File: src/rtl/vend_pkg.sv
// Shared definitions for the drink dispenser: drink codes, FSM states,
// queued request format and timing defaults.
package vend_pkg;

    localparam logic [1:0] DRINK_NONE  = 2'b00;
    localparam logic [1:0] DRINK_WATER = 2'b01;
    localparam logic [1:0] DRINK_COKE  = 2'b10;

    localparam int MOTOR_CYCLES_DEF = 8;
    localparam int HOPPER_ON_DEF    = 4;
    localparam int HOPPER_OFF_DEF   = 4;

    typedef enum logic [2:0] {
        ST_IDLE,
        ST_DISPENSE,
        ST_GAP,
        ST_REFUND_ON,
        ST_REFUND_OFF
    } state_e;

    typedef struct packed {
        logic [1:0] drink;
        logic [1:0] refund;
    } req_t;

endpackage

File: src/rtl/req_fifo.sv
// Two-entry request queue between the edge detector and the dispense FSM.
// A push on a full queue is accepted only when a pop happens on the same edge.
module req_fifo
    import vend_pkg::*;
(
    input  logic clk,
    input  logic rst,
    input  logic push,
    input  logic pop,
    input  req_t wdata,
    output req_t rdata,
    output logic full,
    output logic empty
);

    req_t       mem_q [2];
    logic       wr_q, wr_d;
    logic       rd_q, rd_d;
    logic [1:0] cnt_q, cnt_d;
    logic       do_push, do_pop;

    assign full    = (cnt_q == 2'd2);
    assign empty   = (cnt_q == 2'd0);
    assign do_pop  = pop && !empty;
    assign do_push = push && (!full || do_pop);
    assign rdata   = mem_q[rd_q];

    always_comb begin
        wr_d  = wr_q ^ do_push;
        rd_d  = rd_q ^ do_pop;
        cnt_d = cnt_q + {1'b0, do_push} - {1'b0, do_pop};
    end

    always_ff @(posedge clk or negedge rst) begin
        if (!rst) begin
            mem_q[0] <= '0;
            mem_q[1] <= '0;
            wr_q     <= 1'b0;
            rd_q     <= 1'b0;
            cnt_q    <= 2'd0;
        end else begin
            if (do_push) begin
                mem_q[wr_q] <= wdata;
            end
            wr_q  <= wr_d;
            rd_q  <= rd_d;
            cnt_q <= cnt_d;
        end
    end

endmodule

File: src/rtl/dispense_ctrl.sv
// Drink motor and coin-hopper sequencer fed by a two-entry request queue.
// Outputs are registered from the next state so they align with state entry.
module dispense_ctrl
    import vend_pkg::*;
#(
    parameter int MOTOR_CYCLES = MOTOR_CYCLES_DEF,
    parameter int HOPPER_ON    = HOPPER_ON_DEF,
    parameter int HOPPER_OFF   = HOPPER_OFF_DEF
) (
    input  logic       clk,
    input  logic       rst,
    input  logic [1:0] drink_req,
    input  logic [1:0] refund_req,
    output logic       motor_on,
    output logic [1:0] motor_sel,
    output logic       hopper_pulse,
    output logic       busy,
    output logic       overflow
);

    // Counters hold "cycles left minus one" so a state lasts load+1 cycles.
    localparam logic [7:0] MOTOR_LOAD = 8'(MOTOR_CYCLES - 1);
    localparam logic [7:0] HON_LOAD   = 8'(HOPPER_ON - 1);
    localparam logic [7:0] HOFF_LOAD  = 8'(HOPPER_OFF - 1);

    state_e     state_q, state_d;
    logic [7:0] cnt_q, cnt_d;
    logic [1:0] rem_q, rem_d;
    logic [1:0] drink_q, drink_d;
    logic [3:0] hist_q;
    logic       motor_on_q, motor_on_d;
    logic [1:0] motor_sel_q, motor_sel_d;
    logic       hopper_q, hopper_d;
    logic       overflow_q, overflow_d;

    logic evt, push, pop;
    logic fifo_full, fifo_empty;
    req_t push_req, head;

    assign evt  = ({drink_req, refund_req} != 4'd0) && (hist_q == 4'd0);
    assign pop  = (state_q == ST_IDLE) && !fifo_empty;
    assign push = evt && (!fifo_full || pop);
    assign push_req = {(drink_req == 2'b11) ? DRINK_NONE : drink_req,
                       refund_req};

    req_fifo u_fifo (
        .clk   (clk),
        .rst   (rst),
        .push  (push),
        .pop   (pop),
        .wdata (push_req),
        .rdata (head),
        .full  (fifo_full),
        .empty (fifo_empty)
    );

    always_comb begin
        state_d    = state_q;
        cnt_d      = cnt_q;
        rem_d      = rem_q;
        drink_d    = drink_q;
        overflow_d = overflow_q | (evt && fifo_full && !pop);
        case (state_q)
            ST_IDLE: begin
                if (pop) begin
                    drink_d = head.drink;
                    rem_d   = head.refund;
                    if (head.drink != DRINK_NONE) begin
                        state_d = ST_DISPENSE;
                        cnt_d   = MOTOR_LOAD;
                    end else if (head.refund != 2'd0) begin
                        state_d = ST_REFUND_ON;
                        cnt_d   = HON_LOAD;
                    end
                end
            end
            ST_DISPENSE: begin
                if (cnt_q != 8'd0) begin
                    cnt_d = cnt_q - 8'd1;
                end else if (rem_q != 2'd0) begin
                    state_d = ST_GAP;
                    cnt_d   = HOFF_LOAD;
                end else begin
                    state_d = ST_IDLE;
                    cnt_d   = 8'd0;
                end
            end
            ST_GAP: begin
                if (cnt_q != 8'd0) begin
                    cnt_d = cnt_q - 8'd1;
                end else begin
                    state_d = ST_REFUND_ON;
                    cnt_d   = HON_LOAD;
                end
            end
            ST_REFUND_ON: begin
                if (cnt_q != 8'd0) begin
                    cnt_d = cnt_q - 8'd1;
                end else begin
                    state_d = ST_REFUND_OFF;
                    cnt_d   = HOFF_LOAD;
                end
            end
            ST_REFUND_OFF: begin
                if (cnt_q != 8'd0) begin
                    cnt_d = cnt_q - 8'd1;
                end else if (rem_q > 2'd1) begin
                    rem_d   = rem_q - 2'd1;
                    state_d = ST_REFUND_ON;
                    cnt_d   = HON_LOAD;
                end else begin
                    rem_d   = 2'd0;
                    state_d = ST_IDLE;
                    cnt_d   = 8'd0;
                end
            end
            default: begin
                state_d = ST_IDLE;
                cnt_d   = 8'd0;
                rem_d   = 2'd0;
            end
        endcase
        motor_on_d  = (state_d == ST_DISPENSE);
        motor_sel_d = motor_on_d ? drink_d : DRINK_NONE;
        hopper_d    = (state_d == ST_REFUND_ON);
    end

    always_ff @(posedge clk or negedge rst) begin
        if (!rst) begin
            state_q     <= ST_IDLE;
            cnt_q       <= 8'd0;
            rem_q       <= 2'd0;
            drink_q     <= DRINK_NONE;
            hist_q      <= 4'd0;
            motor_on_q  <= 1'b0;
            motor_sel_q <= DRINK_NONE;
            hopper_q    <= 1'b0;
            overflow_q  <= 1'b0;
        end else begin
            state_q     <= state_d;
            cnt_q       <= cnt_d;
            rem_q       <= rem_d;
            drink_q     <= drink_d;
            hist_q      <= {drink_req, refund_req};
            motor_on_q  <= motor_on_d;
            motor_sel_q <= motor_sel_d;
            hopper_q    <= hopper_d;
            overflow_q  <= overflow_d;
        end
    end

    assign motor_on     = motor_on_q;
    assign motor_sel    = motor_sel_q;
    assign hopper_pulse = hopper_q;
    assign overflow     = overflow_q;
    assign busy         = (state_q != ST_IDLE) || !fifo_empty;

endmodule

File: config.mk
export PLATFORM = sky130hd
export DESIGN_NAME = dispense_ctrl
export DESIGN_NICKNAME = d
export VERILOG_FILES = /design/src/rtl/vend_pkg.sv /design/src/rtl/req_fifo.sv /design/src/rtl/dispense_ctrl.sv
export SDC_FILE = /design/constraint.sdc
export NUM_CORES = 1
export LEC_CHECK = 0
export ABC_AREA = 1
export CELL_PAD_IN_SITES_DETAIL_PLACEMENT = 1
export CELL_PAD_IN_SITES_GLOBAL_PLACEMENT = 1
export CORE_AREA = 2 2 73 75
export CTS_CLUSTER_DIAMETER = 80
export DETAILED_ROUTE_END_ITERATION = 12
export DIE_AREA = 0 0 75 77
export MAX_ROUTING_LAYER = met4
export PLACE_DENSITY = 0.81
export RECOVER_POWER = 25
export SKIP_LAST_GASP = 1
export SYNTH_ARGS = -nofsm -noshare
export SYNTH_HDL_FRONTEND = slang
export SYNTH_SLANG_ARGS = --single-unit
File: constraint.sdc
create_clock -name clk -period 1.8 [get_ports clk]
set_input_delay 0.27 -clock clk [delete_from_list [all_inputs] [get_ports clk]]
set_output_delay 0.27 -clock clk [all_outputs]
set_load 0.05 [all_outputs]
==> results.md, run 1 <==
- The run finished with clean final reports.
- The multi-input combinational cells in the finished layout cover a total of 910 um2.
- The initialized floorplan defines 26 standard-cell rows.
- The final number of hold-violating endpoints is 0.
- The number of hold buffers added after CTS was 0.
- Once placement finished, the instance area stood at between 2000 and 2500 um2.
- The worst-case vdd ir drop is 0.000888 V.
- By area the synthesized netlist is led by dfrtp_1, nand2_1, inv_1, ha_1, o21ai_0.
- The worst pin sits at a relative slew slack of 39.6%.
- Input and output buffers added on the ports amount to 11.
- The detail route stage leaves a number of antenna-violating nets equal to 0.
- The completed layout was analyzed and its total power is 4080 uW.
- In this run, flip-flops and latches consume 33.1% of the power.
- The worst clock skew is around 6.3 ps.
- Broken down by cell family, the worst path's largest delay share belongs to buffers and inverters.
- The kind of path behind the tightest hold check is in2async.
- The clock buffer count from CTS is 5.
- Per report_power, the combinational group accounts for between 50 and 60% of the total.
- The master of the slowest instance on the critical path is clkdlybuf4s50_1.
- After filler insertion, the fill cell instance count of the layout stands at 595.
- The nature of the critical path endpoint is a primary output.
- The floorplan step defined a die boundary enclosing approximately 5800 um2.
- The floorplan step set the die height to 77 um.
- The region available for standard cell placement spans 4980 um2.
- The fraction of power consumed by the clock network is between 10% and 20%.
- The required time of the critical path is roughly 1500 ps.
- The power dissipated by switching net loads is around 1800 uW.
- The critical path class is reg2out.
- The via count of the first global-routing pass came to about 1,700.
- The max-slew violation total from the final report is 0.
- The maximum operating frequency is 579 MHz.
- The top-level port count is 12.
- The critical path goes through clkdlybuf4s50_1.
- The fraction of met1 tracks used by global routing is 22.4%.
- The starting density of the core is between 30 and 40%.
- The initial antenna violation count was 0.
- In this run the clock root is driven by a clkbuf_8.
- The switching power share of the total is 45.0%.
- After routing the design area is 2360 um2.
- 0 antenna diodes ended up in the layout.
- The first-iteration detailed-routing DRC count is 56.
- Summed over all layers, the global routing overflow is 0.
- The cell accounting for the most synthesized area is dfrtp_1.
- Power spread over the standard cell area amounts to 1730 nW/um2.
- The detailed router placed roughly 1,600 vias in this run.
- No sink is reached through more buffers than the 2 on the longest clock path.
- The final worst setup slack is 74.2 ps.
- The count of buffer and inverter cells on the critical path is 1.
- For this run, the post-layout net count is 271.
- The wire length reported by the detailed router is about 4.6 mm.
- Across the whole layout, storage elements account for about 900 um2.
- The detailed-routing iteration count for the pre-antenna-repair pass is 4.
- The flip-flop and latch count after synthesis is 36.
- The ratio of routed vias to standard cells is 4.78.
- In this run the static leakage power is 0.00116 uW.
- The total routing usage reported by global routing is 18.7%.
- In the layout the commonest cells are nand2_1, dfrtp_1, inv_1.
- The share of the synthesized area in the top cell type is a little under half.
- The sum of net half-perimeters after detailed placement is about 3.4 mm.
- In the global route stage, met3 resource usage came out at 3.68%.
- Measured in cells, the most critical reg-to-reg path has a length of 5.
- During synthesis, Yosys emitted a total of 0 warnings.
- The library cell used most frequently in the layout, excluding fill and tap cells, is nand2_1.
- The die width is between 70 and 80 um.
- In this run the register-to-register setup slack is 110 ps.
- Summing every instance area after synthesis gives ~1900 um2.
- The synthesized net count is 241.
- Global routing used 31.1% of the available met2 tracks.
- The global routing stage identified its most utilized layer as met2.
- The capturing point of the worst reg2reg path is u_fifo.mem_q[5].
- The max-capacitance violation count is 0.
- Setup violations remaining at the end of the flow were counted as 0.
- The worst register-to-register path begins at hist_q[3].
- Synthesis handed over a netlist of 229 instances.
- The maximum fanout along the worst path is 2.
- The worst path needs 1730 ps of the cycle, external delays included.
- Setup repair after global routing left no endpoint under its margin.
- The kind of start point of the critical path is a flip-flop.
- Before CTS, the worst setup slack after placement is -144 ps.
- Of the available clock period, the critical path in the final layout requires 95.9%.
- TritonCTS built the clock tree.
- At the worst endpoint, the arrival time is 1460 ps.
- The TritonCTS sink count is 36.
- Clock-pin slew was measured on the worst setup and hold paths at 70 ps.
- The growth of design area from synthesis to finish is 23.2%.
- Counting distinct cell types in the post-synthesis netlist gives 34.
- Entering global routing, the biggest net connects 37 pins.
- The number of H-tree branching levels is 2.
- The proportion of synthesized chip area in sequential cells is 47.1%.
- After detailed routing, the number of remaining DRC violations is 0.
- The internal power of the cells totals 2250 uW.
- Averaged over all synthesized cells, the footprint is 8.36 um2.
- In the final routed layout, each cell accounts on average for 13.9 um.
- The first global-routing pass estimated between 8 and 9 mm of wire.
- The post-route netlist has approximately 22% of its cells at a drive strength greater than 1.
- For the pin with the worst max-slew slack, the measured transition is 907 ps.
- The global placement routability congestion is 0.843.
- The clock latency on the worst-skew pair is 290 ps.
- The largest incremental delay on the critical path is ~810 ps.
per-layer routing:
layer,vias to the layer above,wire length [um]
met1,766,2070
met3,7,75
met2,11,2360
li1,790,-
met5,-,0
met4,0,68
cell families after synthesis:
family	synth area share (%)
AOI/OAI and AO/OA	11.0
xor gates and xnor gates	3.20
adders and majority gates	3.92
buffers and inverters	8.69
DFF	47.1
muxes	0.588
and+or+nand+nor	25.6
worst max-delay path by stage:
stage | slack (ps) | cells after the start | start | to
6_report | 70 | 1 | overflow | overflow
3_5_place_dp | -140 | 6 | refund_req[1] | u_fifo.mem_q[5]
2_1_floorplan | 20 | 7 | state_q[0] | u_fifo.mem_q[5]
3_3_place_gp | -110 | 6 | refund_req[1] | u_fifo.mem_q[5]
5_1_grt | 30 | 1 | overflow | overflow
4_1_cts | 40 | 6 | hist_q[0] | u_fifo.mem_q[5]
synthesized netlist by cell type (all sizes together):
cell type,number
o21bai,1
xor2,4
buf,3
o32ai,2
nor3,3
a21oi,5
inv,37
nand2,58
a31oi,1
or2,2
a31o,1
mux2,1
nand3,15
o41ai,1
dfrtp,36
xnor2,3
ha,6
o31ai,3
a21boi,1
o21ai,19
nor2,23
nand4,3
nor4,1
state kept, by name, summed over array words and instances, names as in the netlist:
| signal | cells |
|---|---|
| u_fifo.wr_q | 1 |
| motor_on | 1 |
| u_fifo.rd_q | 1 |
| hist_q | 4 |
| drink_q | 2 |
| cnt_q | 8 |
| state_q | 3 |
| u_fifo.mem_q | 8 |
| hopper_pulse | 1 |
| rem_q | 2 |
| motor_sel | 2 |
| u_fifo.cnt_q | 2 |
| overflow | 1 |
power by group through the flow:
stage / Sequential [uW] / Clock (uW) / Combinational, uW
6_report: 1350 / 615 / 2120
5_1_grt: 1390 / 661 / 2400
4_1_cts: 1340 / 624 / 2110
3_5_place_dp: 1360 / 0 / 2080
3_3_place_gp: 1340 / 0 / 1990
2_1_floorplan: 1490 / 0 / 1320
stage by stage:
step | setup TNS (ps) | utilization (%) | hold slack, ps | std cells
2_1_floorplan | 0 | - | -25.6 | 229
3_3_place_gp | -496 | 44.6 | 327 | 322
3_5_place_dp | -817 | 44.6 | 357 | 322
4_1_cts | 0 | 47.0 | 47.2 | 330
5_1_grt | 0 | 47.4 | 284 | 329
6_report | 0 | 47.4 | 201 | 329
what timing repair did:
item / in CTS / in global routing
hold endpoints to repair: 0 / 0
gates cloned: 0 / 0
endpoints found under the setup margin: 1 / 14
pin swaps: 2 / 2
buffers inserted: 1 / 0
resized for setup: 2 / 8
area by class of cell:
class                   count  area share (%)
inverters                  37            5.89
flip-flops and latches     36            38.2
multi-input cells         153            38.6
repair buffers             26            9.55
well taps                  70            3.71
clock buffers               7            4.08
Power figures use the tool's default switching activity.
==> run 2, diff against run 1 <==
CORE_AREA = 2 2 69 71   (was 2 2 73 75)
DIE_AREA = 0 0 71 73   (was 0 0 75 77)
PLACE_DENSITY = 0.86   (was 0.81)
clock period = 1.75 ns   (was 1.8 ns; I/O delays follow)
==> run 2 against run 1 <==
Clock skew up 5.0 ps. Routed wire length increased by 1.8%. Sequential power about the same. Combinational power rose by 8%. Setup slack improved by 7.9 ps. Power is 4.3% higher. Critical path type unchanged. Flip-flop and latch count did not move. Via count up 2.2%. Clock-buffer cell count grew 1. Register-to-register slack about the same. Clock power shrank 3%.
==> results.md, run 2 (synthesis gave the netlist of run 1 again) <==
- The final clock period utilization by the worst path is 95.3%.
- The first-pass GRT wire length came to 8.01 mm (-0.17%).
- In this run the clock root is driven by a clkbuf_8.
- The register cell area after layout is 901 um2 (unchanged).
- The worst clock skew is 11.3 ps (+5.01 ps).
- Setup repair after global routing could not meet its margin everywhere.
- The via count came to 1,609 (+2.2%).
- The slack of the worst reg-to-reg path came to 100 ps (about the same).
- The detailed-routing iteration count for the pre-antenna-repair pass is 4 (unchanged).
- The setup violation total in the final timing report is 0 (unchanged).
- The number of fill cells in the layout is 548 (-7.9%).
- The maximum fanout along the worst path came to 7 (+5).
- The total area of multi-input combinational cells is 910 um2 (unchanged).
- The total power divided by cell area came to 1790 nW/um2 (+3.3%).
- STA classifies the critical path startpoint as a flip-flop.
- The worst slew margin relative to its limit is 39.5% (-0.082 points).
- The largest net degree at the start of global routing is 37 (unchanged).
- The starting density of the core is 42.2% (+3.7 points).
- The number of hold buffers added after cts is 0 (unchanged).
- Traced cell by cell, the critical path runs through nor2_4 > nand2_4 > buf_4 > inv_2 > nand2_2 > buf_12.
- The total routing usage reported by global routing came to 20.6% (+1.9 points).
- The count of input and output buffers is 11 (unchanged).
- The floorplan die height is 73 um (-5.2%).
- The clock-pin slew of the registers on the worst-case setup and hold paths is 80 ps (about the same).
- The worst-case vdd ir drop came to 0.000780 V (-12%).
- The clock buffer count from CTS is 5 (unchanged).
- The final standard cell count with taps included and fillers excluded is 321 (-2.4%).
- The top-level port count was 12 (unchanged).
- The global placement routability congestion is 0.821 (-2.6%).
- The TritonCTS sink count was 36 (unchanged).
- The wire length reported by the detailed router is 4.66 mm (+1.8%).
- The core footprint is 4540 um2 (-8.9%).
- The die width was 71 um (-5.3%).
- The ratio of routed vias to standard cells is 5.01 (+4.8%).
- The time the final worst path needs with I/O delays and setup is 1670 ps.
- The number of H-tree branching levels is 2 (unchanged).
- The count of placed standard cells including taps is 309 (-4.0%).
- The flow ran to the end, and the final reports show no timing, DRC or antenna violations.
- The sum of net half-perimeters after detailed placement is 3.50 mm (+2.2%).
- The final number of hold-violating endpoints came to 0 (unchanged).
- The required time of the critical path is 1490 ps (-40 ps).
- The final worst setup slack is 82.1 ps (+7.94 ps).
- The ratio of cells with drive above 1 in the final layout was 23.2% (+1.2 points).
- The post-route antenna net violation count was 0 (unchanged).
- The largest individual stage delay along the critical path comes from the cell dfrtp_1.
- In the layout the commonest cells are nand2_1, dfrtp_1, inv_1.
- The worst setup slack before clock tree synthesis was -186 ps (-41.9 ps).
- The transition time of the tightest slew-check pin was 908 ps (+1.23 ps).
- The CTS tree is built.
- The max-slew violation total from the final report came to 0 (unchanged).
- The largest registers in the layout are cnt_q (8), u_fifo.mem_q (8), hist_q (4).
- The endpoint arrival time on the critical path is 1410 ps (-50 ps).
- The via count of the first global-routing pass is 1,731 (+0.35%).
- Compared with the post-synthesis result, the final layout area differs by 24.4%.
- Derived from the worst setup path, the maximum achievable clock frequency is 600 MHz.
- The global-route congestion overflow total came to 0 (unchanged).
- The number of rows created at floorplan is 25 (-3.8%).
- The routed length per instance came to 14.5 um (+4.3%).
- The library cell used most frequently in the layout, excluding fill and tap cells, is nand2_1.
- The kind of path behind the tightest hold check is in2async.
- The post-detailed-route DRC marker count was 0 (unchanged).
- The largest incremental delay on the critical path is 400 ps (-410 ps).
- The initial antenna violation count is 0 (unchanged).
- The clock latency on the worst-skew pair was 290 ps (about the same).
- The maximum buffer depth of the clock tree is 2 (unchanged).
- The max-capacitance violation count came to 0 (unchanged).
- STA classifies the critical path endpoint as a primary output.
- The final net count is 278 (+2.6%).
- The first-iteration detailed-routing DRC count is 49 (-13%).
- The critical path class is reg2out.
- The number of antenna cells inserted was 0 (unchanged).
- The standby leakage power is 0.00119 uW (+2.9%).
- The die outline area is 5180 um2 (-10%).
-- run 2: final timing paths --
path / from / end / depth (start not counted)
min in group clk: cnt_q[1] / cnt_q[1] / 2
worst max-delay path: state_q[0] / busy / 6
max in group asynchronous: rst / hopper_pulse / 2
worst min-delay path: rst / rem_q[1] / 2
worst min register to register: cnt_q[1] / cnt_q[1] / 2
worst max register to register: hist_q[0] / u_fifo.mem_q[5] / 5
-- run 2: repair_timing --
item / 4_1_cts / 5_1_grt
endpoints found under the setup margin: 5 / 11
resized for setup: 3 / 4
buffers inserted: 3 / 2
pin swaps: 2 / 1
-- run 2: stage by stage --
stage	hold slack (ps)	cell area, um2	setup TNS [ps]	total power, uW	util (%)
after CTS	29.7	2350	0	4240	51.8
after global placement	336	2230	-691	3490	49.2
after global routing	283	2380	-31.7	4640	52.5
final	188	2380	0	4260	52.5
after detailed placement	338	2230	-1050	3600	49.2
after floorplan	-33.1	1940	0	2900	-
-- run 2: where the power goes --
part,leakage (uW),internal [uW],switching [uW]
Clock,0.0000455,321,279
Combinational,0.000707,857,1420
Sequential,0.000442,1170,210
-- run 2: worst max-delay path, delay by kind of cell, from the launching register on --
family	cells	cell delay, ps
buffers and inverters	3	400
DFF	1	400
and+or+nand+nor	3	320
-- run 2: cell type report --
| type | instances | area share [%] |
|---|---|---|
| clock buffer | 8 | 3.78 |
| inverter | 37 | 5.83 |
| multi-input combinational | 153 | 38.2 |
| sequential | 36 | 37.8 |
| tap | 54 | 2.84 |
| timing repair buffer | 33 | 11.6 |
-- run 2: routing by layer --
| metal | GRT usage, % | share of wire, % | routed length [um] |
|---|---|---|---|
| met5 | - | 0 | 0 |
| met4 | 5.03 | 0.95 | 44 |
| met3 | 3.73 | 2.0 | 91 |
| met2 | 35.1 | 51 | 2390 |
| met1 | 25.5 | 46 | 2130 |
==> run 3, diff against run 2 <==
CELL_PAD_IN_SITES_GLOBAL_PLACEMENT = 2   (was 1)
CORE_AREA = 2 2 77 79   (was 2 2 69 71)
DIE_AREA = 0 0 79 81   (was 0 0 71 73)
PLACE_DENSITY = 0.85   (was 0.86)
==> run 3 against run 2 <==
Sequential share of layout area fell by 0.47 points. Largest cell class unchanged. Clock-buffer cell count fell by 1. Highest routed layer unchanged. Global-route usage fell by 3.7 points. Clock power rose by 3.7%.
==> results.md, run 3 (synthesis gave the netlist of run 1 again) <==
- The register cell area after layout is 901 um2 (unchanged).
- The final instance area is 2410 um2 (+1.3%).
- The number of H-tree branching levels is 2 (unchanged).
- The final clock period utilization by the worst path is 96.7% (+1.4 points).
- The library cell used most frequently in the layout, excluding fill and tap cells, is nand2_1.
- The worst-case vdd ir drop is 0.000793 V (+1.6%).
- The total power divided by cell area is 1750 nW/um2 (-2.0%).
- The initial antenna violation count is 0 (unchanged).
- The master of the slowest instance on the critical path is dfrtp_1.
- The critical path class is reg2reg.
- The maximum buffer depth of the clock tree is 2 (unchanged).
- The endpoint arrival time on the critical path is 1870 ps (+460 ps).
- The via count came to 1,574 (-2.2%).
- The global placement routability congestion came to 0.837 (+2.0%).
- The largest net degree at the start of global routing is 37 (unchanged).
- The starting density of the core came to 33.7% (-8.5 points).
- The final number of hold-violating endpoints was 0 (unchanged).
- The buffer type at the clock tree root is clkbuf_8.
- The standby leakage power came to 0.00119 uW (-0.19%).
- The number of fill cells in the layout is 707 (+29%).
- The number of antenna cells inserted is 0 (unchanged).
- The core footprint is 5680 um2 (+25%).
- The setup violation total in the final timing report is 0 (unchanged).
- The kind of start point of the critical path is a flip-flop.
- The clock buffer count from CTS is 5 (unchanged).
- The required time of the critical path is 1920 ps (+430 ps).
- The kind of path behind the tightest hold check is in2async.
- In the layout the commonest cells are nand2_1, dfrtp_1, inv_1.
- The number of rows created at floorplan was 28 (+12%).
- The post-route antenna net violation count is 0 (unchanged).
- The final standard cell count with taps included and fillers excluded is 342 (+6.5%).
- The worst setup slack before clock tree synthesis is -153 ps (+33.2 ps).
- Setup repair after global routing could not meet its margin everywhere.
- The wire length reported by the detailed router is 4.49 mm (-3.5%).
- The critical path goes through nor4_4 > o41ai_2 > a31oi_4 > ha_4 > mux2_2.
- The clock latency on the worst-skew pair is 290 ps (about the same).
- The largest registers in the layout are cnt_q (8), u_fifo.mem_q (8), hist_q (4).
- The ratio of routed vias to standard cells came to 4.60 (-8.2%).
- The time the final worst path needs with I/O delays and setup is 1690 ps (+25.1 ps).
- The area growth from synthesis to layout is 26.0%.
- The detailed-routing iteration count for the pre-antenna-repair pass is 4 (unchanged).
- The routed length per instance came to 13.1 um (-9.4%).
- The floorplan die height came to 81 um (+11%).
- The total design power is 4230 uW (-0.74%).
- The worst setup path is captured at a flip-flop.
- The transition time of the tightest slew-check pin is 946 ps (+37.8 ps).
- The count of placed standard cells including taps is 333 (+7.8%).
- The worst clock skew was 5.80 ps (-5.54 ps).
- The CTS tree is built.
- The maximum fanout along the worst path is 3 (-4).
- The ratio of cells with drive above 1 in the final layout is 23.6% (+0.37 points).
- The top-level port count was 12 (unchanged).
- The first-pass GRT wire length is 8.02 mm (about the same).
- The global-route congestion overflow total is 0 (unchanged).
- The max-capacitance violation count is 0 (unchanged).
- The die width is 79 um (+11%).
- The clock-pin slew of the registers on the worst-case setup and hold paths is 80 ps (about the same).
- The final worst setup slack is 57.0 ps (-25.1 ps).
- The post-place instance area is 2280 um2 (+2.2%).
- The first-iteration detailed-routing DRC count was 43 (-12%).
- The post-detailed-route DRC marker count came to 0 (unchanged).
- The maximum operating frequency came to 591 MHz (-1.5%).
- The max-slew violation total from the final report is 0 (unchanged).
- The total area of multi-input combinational cells came to 910 um2 (unchanged).
- The largest incremental delay on the critical path is 400 ps (about the same).
- The worst slew margin relative to its limit is 37.0% (-2.5 points).
- The run finished with clean final reports.
- The total routing usage reported by global routing is 16.8% (-3.7 points).
- The sum of net half-perimeters after detailed placement is 3.42 mm (-2.3%).
- The TritonCTS sink count is 36 (unchanged).
- The die outline area is 6400 um2 (+23%).
- The count of input and output buffers is 11 (unchanged).
- The final net count is 278 (unchanged).
- The worst hold slack across all endpoints is 191 ps (+3.48 ps).
- The depth of the worst register-to-register path is 5 (unchanged).
- The via count of the first global-routing pass is 1,730 (-0.058%).
run 3: final timing paths:
path / end / slack (ps) / start
max: u_fifo.mem_q[5] / 60 / hist_q[0]
max in group asynchronous: motor_sel[0] / 970 / rst
min: cnt_q[6] / 190 / rst
min in group clk: overflow / 490 / overflow
min reg2reg: overflow / 490 / overflow
max reg2reg: u_fifo.mem_q[5] / 60 / hist_q[0]
run 3: area by class of cell:
| class | instances | area share, % |
|---|---|---|
| flip-flops and latches | 36 | 37.3 |
| well taps | 75 | 3.89 |
| repair buffers | 33 | 11.4 |
| clock inverters | 1 | 0.311 |
| inverters | 37 | 5.76 |
| clock buffers | 7 | 3.58 |
| multi-input cells | 153 | 37.7 |
run 3: report_power, final:
| group | internal, uW | switching (uW) | total, uW |
|---|---|---|---|
| registers | 1170 | 195 | 1370 |
| clock network | 320 | 301 | 621 |
| logic | 872 | 1370 | 2240 |
run 3: per-stage QoR:
stage                     utilization (%)  TNS [ps]
after floorplan                         -         0
after global placement               40.1      -599
after detailed placement             40.1      -704
after CTS                            42.1         0
after global routing                 42.5     -14.8
final                                42.5         0
run 3: routing by layer:
metal	vias up	share of wire [%]	GRT usage [%]
met5	-	0	-
li1	802	-	-
met2	10	50	28.7
met4	0	1.6	5.69
met1	756	47	20.2
met3	6	1.5	3.00
run 3: critical path, delay by kind of cell, from the launching register on:
| kind | cells | cell delay [ps] |
|---|---|---|
| flip-flops | 1 | 400 |
| AND/OR/NAND/NOR | 1 | 310 |
| multiplexers | 1 | 320 |
| AO/OA/AOI/OAI | 2 | 390 |
| adder cells (fa/ha/maj) | 1 | 170 |
run 3: timing repair:
action | CTS | global route
setup buffers | 1 | 1
gates resized for setup | 2 | 5
hold buffers | 0 | 0
pin swaps | 1 | 3
endpoints found under the setup margin | 5 | 17
